[config.mk]
export PLATFORM = sky130hd
export DESIGN_NAME = zpaq_block_packer
export DESIGN_NICKNAME = d
export VERILOG_FILES = /design/src/rtl/zpaq_block_packer.sv
export SDC_FILE = /design/constraint.sdc
export NUM_CORES = 1
export LEC_CHECK = 0
export BUFFER_PORTS_ARGS = -buffer_cell sky130_fd_sc_hd__buf_2
export CORE_AREA = 4 4 172 174
export CTS_CLUSTER_SIZE = 14
export DETAILED_ROUTE_END_ITERATION = 8
export DIE_AREA = 0 0 176 178
export GPL_ROUTABILITY_DRIVEN = 0
export MAX_ROUTING_LAYER = met4
export SYNTH_ARGS = -nofsm -noshare
export SYNTH_HDL_FRONTEND = slang
export SYNTH_SLANG_ARGS = --single-unit
[constraint.sdc]
create_clock -name clk -period 2.7 [get_ports clk]
set_clock_uncertainty 0.05 [all_clocks]
set_input_delay 0.54 -clock clk [delete_from_list [all_inputs] [get_ports clk]]
set_output_delay 0.54 -clock clk [all_outputs]
set_load 0.05 [all_outputs]
[src/rtl/zpaq_block_packer.sv]
// zpaq_block_packer
//
// Packs the compress core's 8-bit AXI4-Stream into 64-bit little-endian
// words for the DDR/DMA writer. After the final data word of each block
// (marked by s_tlast) a trailer word {seq, byte_cnt} is appended with
// m_tlast=1 so the host can split and decode blocks.
//
// Ports:
//   clk       - single clock
//   reset_n   - asynchronous active-low reset
//   s_tdata   - input byte            s_tvalid/s_tready/s_tlast - input handshake
//   m_tdata   - packed word/trailer   m_tkeep - byte-lane enables
//   m_tvalid/m_tready - output handshake, m_tlast - high on trailer only
//   blk_seq   - number of trailers fully sent since reset
//   busy      - high when not idle in COLLECT at lane 0
module zpaq_block_packer #(
    parameter int CNT_W = 32
) (
    input  logic                 clk,
    input  logic                 reset_n,
    input  logic [7:0]           s_tdata,
    input  logic                 s_tvalid,
    output logic                 s_tready,
    input  logic                 s_tlast,
    output logic [63:0]          m_tdata,
    output logic [7:0]           m_tkeep,
    output logic                 m_tvalid,
    input  logic                 m_tready,
    output logic                 m_tlast,
    output logic [CNT_W-1:0]     blk_seq,
    output logic                 busy
);

    typedef enum logic [1:0] {
        COLLECT      = 2'd0,
        EMIT_DATA    = 2'd1,
        EMIT_TRAILER = 2'd2
    } state_t;

    state_t             state_reg;
    logic [2:0]         lane_reg;
    logic [63:0]        acc_reg;
    logic [CNT_W-1:0]   byte_cnt_reg;
    logic [CNT_W-1:0]   seq_reg;
    logic               last_pending_reg;

    logic               in_hs;
    logic               out_hs;
    logic [63:0]        word_next;
    logic [7:0]         keep_next;
    logic [CNT_W-1:0]   seq_next;

    // s_tready depends only on state (never on s_tvalid) and is held low
    // while reset is asserted.
    assign s_tready = reset_n && (state_reg == COLLECT);
    assign in_hs    = s_tvalid && s_tready;
    assign out_hs   = m_tvalid && m_tready;
    assign busy     = (state_reg != COLLECT) || (lane_reg != 3'd0);
    assign seq_next = seq_reg + CNT_W'(1);

    // Merge the incoming byte into its lane; lanes above the current one
    // are still zero in the accumulator, so a short word is zero-padded.
    // keep_next covers lanes 0..lane (lane = value before increment).
    generate
        for (genvar gi = 0; gi < 8; gi++) begin : g_lane
            localparam logic [2:0] LANE = 3'(gi);
            assign word_next[8*gi +: 8] = (lane_reg == LANE) ? s_tdata
                                                              : acc_reg[8*gi +: 8];
            assign keep_next[gi]        = (LANE <= lane_reg);
        end
    endgenerate

    always_ff @(posedge clk or negedge reset_n) begin
        if (!reset_n) begin
            state_reg        <= COLLECT;
            lane_reg         <= 3'd0;
            acc_reg          <= 64'd0;
            byte_cnt_reg     <= '0;
            seq_reg          <= '0;
            last_pending_reg <= 1'b0;
            blk_seq          <= '0;
            m_tdata          <= 64'd0;
            m_tkeep          <= 8'd0;
            m_tvalid         <= 1'b0;
            m_tlast          <= 1'b0;
        end else begin
            case (state_reg)
                COLLECT: begin
                    if (in_hs) begin
                        byte_cnt_reg <= byte_cnt_reg + CNT_W'(1);
                        if ((lane_reg == 3'd7) || s_tlast) begin
                            // Word complete: hand it to the output register
                            // and restart collection from an empty accumulator.
                            m_tdata          <= word_next;
                            m_tkeep          <= keep_next;
                            m_tlast          <= 1'b0;
                            m_tvalid         <= 1'b1;
                            acc_reg          <= 64'd0;
                            lane_reg         <= 3'd0;
                            last_pending_reg <= s_tlast;
                            state_reg        <= EMIT_DATA;
                        end else begin
                            acc_reg  <= word_next;
                            lane_reg <= lane_reg + 3'd1;
                        end
                    end
                end

                EMIT_DATA: begin
                    if (out_hs) begin
                        if (last_pending_reg) begin
                            // No input is accepted while emitting, so
                            // byte_cnt is already the final block length.
                            m_tdata   <= {seq_reg, byte_cnt_reg};
                            m_tkeep   <= 8'hFF;
                            m_tlast   <= 1'b1;
                            state_reg <= EMIT_TRAILER;
                        end else begin
                            m_tvalid  <= 1'b0;
                            state_reg <= COLLECT;
                        end
                    end
                end

                EMIT_TRAILER: begin
                    if (out_hs) begin
                        seq_reg          <= seq_next;
                        blk_seq          <= seq_next;
                        byte_cnt_reg     <= '0;
                        last_pending_reg <= 1'b0;
                        m_tvalid         <= 1'b0;
                        m_tlast          <= 1'b0;
                        state_reg        <= COLLECT;
                    end
                end

                default: begin
                    state_reg <= COLLECT;
                    m_tvalid  <= 1'b0;
                end
            endcase
        end
    end

endmodule

[Word-level counts from Yosys, hierarchy flattened]
Cells that the tools add are included.
Word-level totals
  input bits: 13
  output and inout port bits: 108
  flip-flop bits (word level): 208
  word-level logic and storage cells: 99
Operators by class
  add/subtract/negate cells: 3
  equality and inequality tests: 15
  order comparisons: 8
  multiplexer cells: 43
  reduce and logical (&&, ||, !) cells: 20
Operator list (number)
  2-to-1 mux 64 bit: 5
  one-hot mux 64 bit (2 select lines): 1
  2-to-1 mux 8 bit: 12
  adder 32 x 1 -> 32 bit (second input constant): 2
  2-to-1 mux 32 bit: 2
  one-hot mux 32 bit (2 select lines): 1
  one-hot mux 8 bit (2 select lines): 1
  == test 3 bit (second input constant): 4
  less-or-equal comparator 3 bit (first input constant): 4
  2-to-1 mux 1 bit: 11
  2-to-1 mux 2 bit: 5
  inequality test 2 bit (second input constant): 5
  AND reduction 5 bit: 2
  AND reduction 4 bit: 2
  == test 3 x 2 -> 1 bit (second input constant): 2
  less-or-equal comparator 1 x 3 -> 1 bit (first input constant): 2
  less-or-equal comparator 2 x 3 -> 1 bit (first input constant): 2
  one-hot mux 1 bit (3 select lines): 2
  one-hot mux 2 bit (3 select lines): 1
  AND reduction 6 bit: 1
  nonzero test 2 bit: 3
  nonzero test 3 bit: 2
  AND reduction 2 bit: 2
  adder 3 x 1 -> 3 bit (second input constant): 1
  other kinds (11): 14

[Depth between registers and ports, before layout]
  word-level depth: 5
  mapped depth: 7
  gate-level depth less buffers: 6

[Worst setup path after synthesis]
No wires, ideal clock.
  path kind: register to register
  start point: reg lane_reg[1]
  end point: reg m_tdata[34]
  setup slack: 293 ps
  stages on the path, launching flop included: 8
  buffers on the path: 1
  library setup time: 125 ps
  data arrival time: 2232 ps
  clock period less this slack: 2407 ps
  required time: 2525 ps
  cells stage by stage: dfrtp_1 ha_1 ha_1 nor2_1 or3_1 a21oi_1 buf_2 mux2_2
Between the ends
  longest elaborated chain between the ends: 5
  elaborated cells between the ends (all ways): 9
  classes of those cells: eq/ne: 3; mux: 4; reduce/logical: 2
Ends and longest elaborated chain
  start: declaration: line 41  | logic [2:0] lane_reg;
  start signal: assignment: line 104  | lane_reg <= lane_reg + 3'd1;
  == test 3 bit: line 67  | assign word_next[8*gi +: 8] = (lane_reg == LANE) ? s_tdata
  2-to-1 mux 8 bit: line 67
  2-to-1 mux 64 bit: line 91  | if ((lane_reg == 3'd7) || s_tlast) begin
  2-to-1 mux 64 bit: line 89  | if (in_hs) begin
  one-hot mux 64 bit (2 select lines): line 87  | case (state_reg)
  end signal: assignment: line 94  | m_tdata <= word_next;
  end signal: assignment: line 114  | m_tdata <= {seq_reg, byte_cnt_reg};
  end: declaration: line 25  | output logic [63:0] m_tdata,
Parallel ways exist; a longest one is shown, timed or not. The select of a mux whose other input is x is not followed.
A chain may end at the register's enable or synchronous reset.

[Worst setup path after layout]
  start point: reg lane_reg[1]
  end point: out busy
Between the ends
  longest elaborated chain between the ends: 2
Ends and longest elaborated chain
  nonzero test 3 bit: line 58  | assign busy = (state_reg != COLLECT) || (lane_reg != 3'd0);
  logical OR 1 bit: line 58
  end: declaration: line 31  | output logic busy
No other way between the ends.

==> results.md <==
- Clock tree synthesis found a total of ~210 sinks.
- The full die area is 31330 um2.
- The worst path required time is 2.11 ns.
- Compared with the post-synthesis result, the final layout area differs by 19.69%.
- The initial utilization of the core area, before any placement, comes to 36.03%.
- The number of post-CTS setup repair buffers is 0.
- The routed design has 27.34 mm of wire.
- The finished cells cover 11980 um2.
- The clock slew at the register clock pins of the worst setup and hold paths is 0.07 ns.
- Buffers placed on the I/O ports in this run total 120.
- The flow ran to the end, and the final reports show no timing, DRC or antenna violations.
- Data on the critical path arrives at its endpoint at 1.97 ns.
- The number of buffers added by the clock tree synthesis step is 23.
- The share of the clock period used by the worst path after layout is between 90% and 100%.
- The clock tree from TritonCTS is built.
- Entering global routing, the biggest net connects 143 pins.
- The shortest clock period the worst path allows after layout is 2.560 ns.
- The class of the tightest hold or removal check is primary input to register.
- The via count of the first global-routing pass is 7654.
- After synthesis, the netlist uses 42 different library cells.
- The first global-routing pass estimated 43.55 mm of wire.
- The analysis attributes to cell leakage a power of 5.837 nW.
- Along the worst path, the maximum fanout reaches 9.
- The depth of the CTS H-tree is 1.
- Summing the sequential cell areas from Yosys gives slightly above 50% of the chip area.
- The maximum clock insertion buffer count is 3.
- The final count of hold timing violations was 0.
- The initial antenna violation count is 3.
- STA classifies the critical path startpoint as a register.
- The share of flip-flops with an asynchronous set or reset after synthesis is between 90% and 100%.
- The final setup violation count is 0.
- Summing all placed instances gives a cell area of 11170 um2.
- The detailed router's first-iteration violation count is 597.
- The source-to-sink clock delay at the later pin of the worst-skew pair is 0.51 ns.
- The number of iterations in the first detailed-routing pass is 5.
- In this run, synthesis inferred 0 flip-flops with an integrated enable.
- The nature of the critical path endpoint is an output port.
- The number of top-level design ports is 121.
- When the netlist entered floorplanning its net count stood at ~1000.
- The startpoint of the lowest-slack hold path is s_tlast.
- The layout cell share with drive strength beyond 1 is 24.93%.
- Detailed routing inserted a total of 7693 vias.
- Setup repair after global routing left no endpoint under its margin.
- The worst setup path startpoint is lane_reg[1]$_DFFE_PN0P_.
- The final routed wire length divided by cell count is 18.28 um.
- The die width is 176 um.
- The synthesized design contains 208 register bits.
- The core region is 27780 um2.
- The per-cell via count in the routed design is 5.142.
- The number of routed nets with antenna violations is 0.
- The placed wire-length estimate is 18.77 mm.
- The relative max-transition margin is 48.53%.
- The mapped netlist covers 10010 um2.
- After floorplanning, the core was divided into 61 placement rows.
- The detailed-route DRC error count is 0.
- The overall die height is approximately 180 um.
- CTS placed an instance of sky130_fd_sc_hd__clkbuf_16 at the clock tree root.
- For this design the ratio of total power to cell area is between 1000 and 1500 nW/um2.
- Synthesis produced a netlist whose cell count is 986.
- A synthesized cell averages 10.15 um2.
- The sum of overflow across all layers after global routing is 0.
- The slew at the pin with the worst max-slew slack is 0.7720 ns.
- The global-route total usage across every layer is between 10% and 20%.
- The count of synthesis-stage warnings from yosys is 0.
- The final-layout setup total negative slack is 0 ns.
- The worst-case IR drop observed on VDD is roughly 0.46 mV.
- The final-report max-slew violation count is 0.
- The critical path is of the register to output port type.
- The net total in the final layout is 1118.
- The startpoint of the worst-slack reg-to-reg timing path is lane_reg[1]$_DFFE_PN0P_.
- The number of violations of the max-capacitance limit is 0.
- The most instantiated flip-flop cell in the synthesis netlist is sky130_fd_sc_hd__dfrtp_1.
- The highest clock frequency the design can meet is 390.6 MHz.
## where the power goes
group	internal [mW]	leakage, nW	switching [mW]
Clock	1.88	0.389	1.30
Sequential	3.88	2.78	0.625
Combinational	1.42	2.67	3.03
## cell usage after synthesis (10+ instances only)
master                     instances  share of area, %
sky130_fd_sc_hd__clkbuf_1         46               1.7
sky130_fd_sc_hd__or3_1            11              0.69
sky130_fd_sc_hd__nand2_1         176               6.6
sky130_fd_sc_hd__inv_1            12              0.45
sky130_fd_sc_hd__nand3_1          28               1.4
sky130_fd_sc_hd__xnor2_1          16               1.4
sky130_fd_sc_hd__o31ai_1          16               1.2
sky130_fd_sc_hd__nor2_1           17              0.64
sky130_fd_sc_hd__xor2_1           23               2.0
sky130_fd_sc_hd__nand4_1          20               1.2
sky130_fd_sc_hd__or4_1            13              0.97
sky130_fd_sc_hd__mux2_2           70               7.9
sky130_fd_sc_hd__o21ai_0         136               6.8
sky130_fd_sc_hd__nor4_1           12              0.75
sky130_fd_sc_hd__buf_2            10              0.50
sky130_fd_sc_hd__a21oi_1          19              0.95
sky130_fd_sc_hd__mux2i_1          71               7.1
sky130_fd_sc_hd__buf_1            11              0.41
sky130_fd_sc_hd__dfrtp_1         208                52
sky130_fd_sc_hd__nor3_1           15              0.75
## worst paths after layout
path	slack [ns]	to	cells past startpoint
worst min-delay path	0.20	last_pending_reg$_DFFE_PN0P_	3
max in group asynchronous	1.23	m_tdata[26]$_DFFE_PN0P_	3
worst max-delay path	0.14	busy	5
min in group asynchronous	0.39	byte_cnt_reg[7]$_DFFE_PN0P_	2
worst max register to register	0.32	m_tdata[23]$_DFFE_PN0P_	7
worst min register to register	0.43	acc_reg[14]$_DFFE_PN0P_	2
## metrics by stage
stage | worst slack [ns] | cells | util [%] | total power [mW] | hold slack [ns]
after floorplan | 0.2935 | 986 | - | 7.620 | 0.1944
after global placement | 0.3461 | 1450 | 40.22 | 8.962 | 0.3351
after detailed placement | 0.2885 | 1450 | 40.22 | 9.015 | 0.3403
after CTS | 0.007834 | 1493 | 43.03 | 12.24 | 0.1873
after global routing | 0.03641 | 1496 | 43.13 | 12.86 | 0.1952
final | 0.1399 | 1496 | 43.13 | 12.13 | 0.2026
## cell type report
class,count,area [um2]
inverters,12,45.04
well taps,378,473.0
clock inverters,9,73.82
flip-flops and latches,208,5207
fillers,2694,15800
diodes,3,7.507
multi-input cells,699,4549
clock buffers,33,693.2
repair buffers,154,932.1
## per-layer routing
| layer | routed length, um | up-vias | GRT usage, % |
|---|---|---|---|
| li1 | - | 3693 | - |
| met1 | 12770 | 3754 | 25.00 |
| met2 | 12190 | 191 | 26.13 |
| met3 | 1636 | 55 | 3.688 |
| met4 | 743 | 0 | 5.945 |
| met5 | 0 | - | - |
## placed cells by master, fill, tap and decap left out, drive strengths merged, types with 7 or more instances in the layout
cell type	instances
o21ai	136
nor4	12
nand4	21
or3	11
clkbuf	34
xor2	23
dfrtp	208
ha	7
o31ai	16
nor3	15
buf	152
clkinv	7
or4	13
mux2i	71
mux2	70
inv	13
a21oi	19
nand3	29
and3	8
nor2	17
xnor2	16
nand2	176
## cells by family after synthesis
| kind of cell | synth area share, % |
|---|---|
| simple gates | 16.24 |
| flops | 51.99 |
| compound gates | 9.424 |
| mux | 14.97 |
| buf+inv | 3.087 |
| xor+xnor | 3.412 |
| fa+ha+maj | 0.8749 |
## worst max-delay path, cell delays in order, from the launching register on
cell,delay (ns)
sky130_fd_sc_hd__dfrtp_2,0.46
sky130_fd_sc_hd__inv_1,0.15
sky130_fd_sc_hd__ha_4,0.17
sky130_fd_sc_hd__nand2b_1,0.09
sky130_fd_sc_hd__or3_1,0.37
sky130_fd_sc_hd__buf_4,0.21
## what timing repair did
item	CTS	global route
hold endpoints to repair	5	0
endpoints found under the setup margin	1	2
hold buffers	1	0
resized for setup	1	5
No activity file was read; power rests on OpenSTA's default activity.
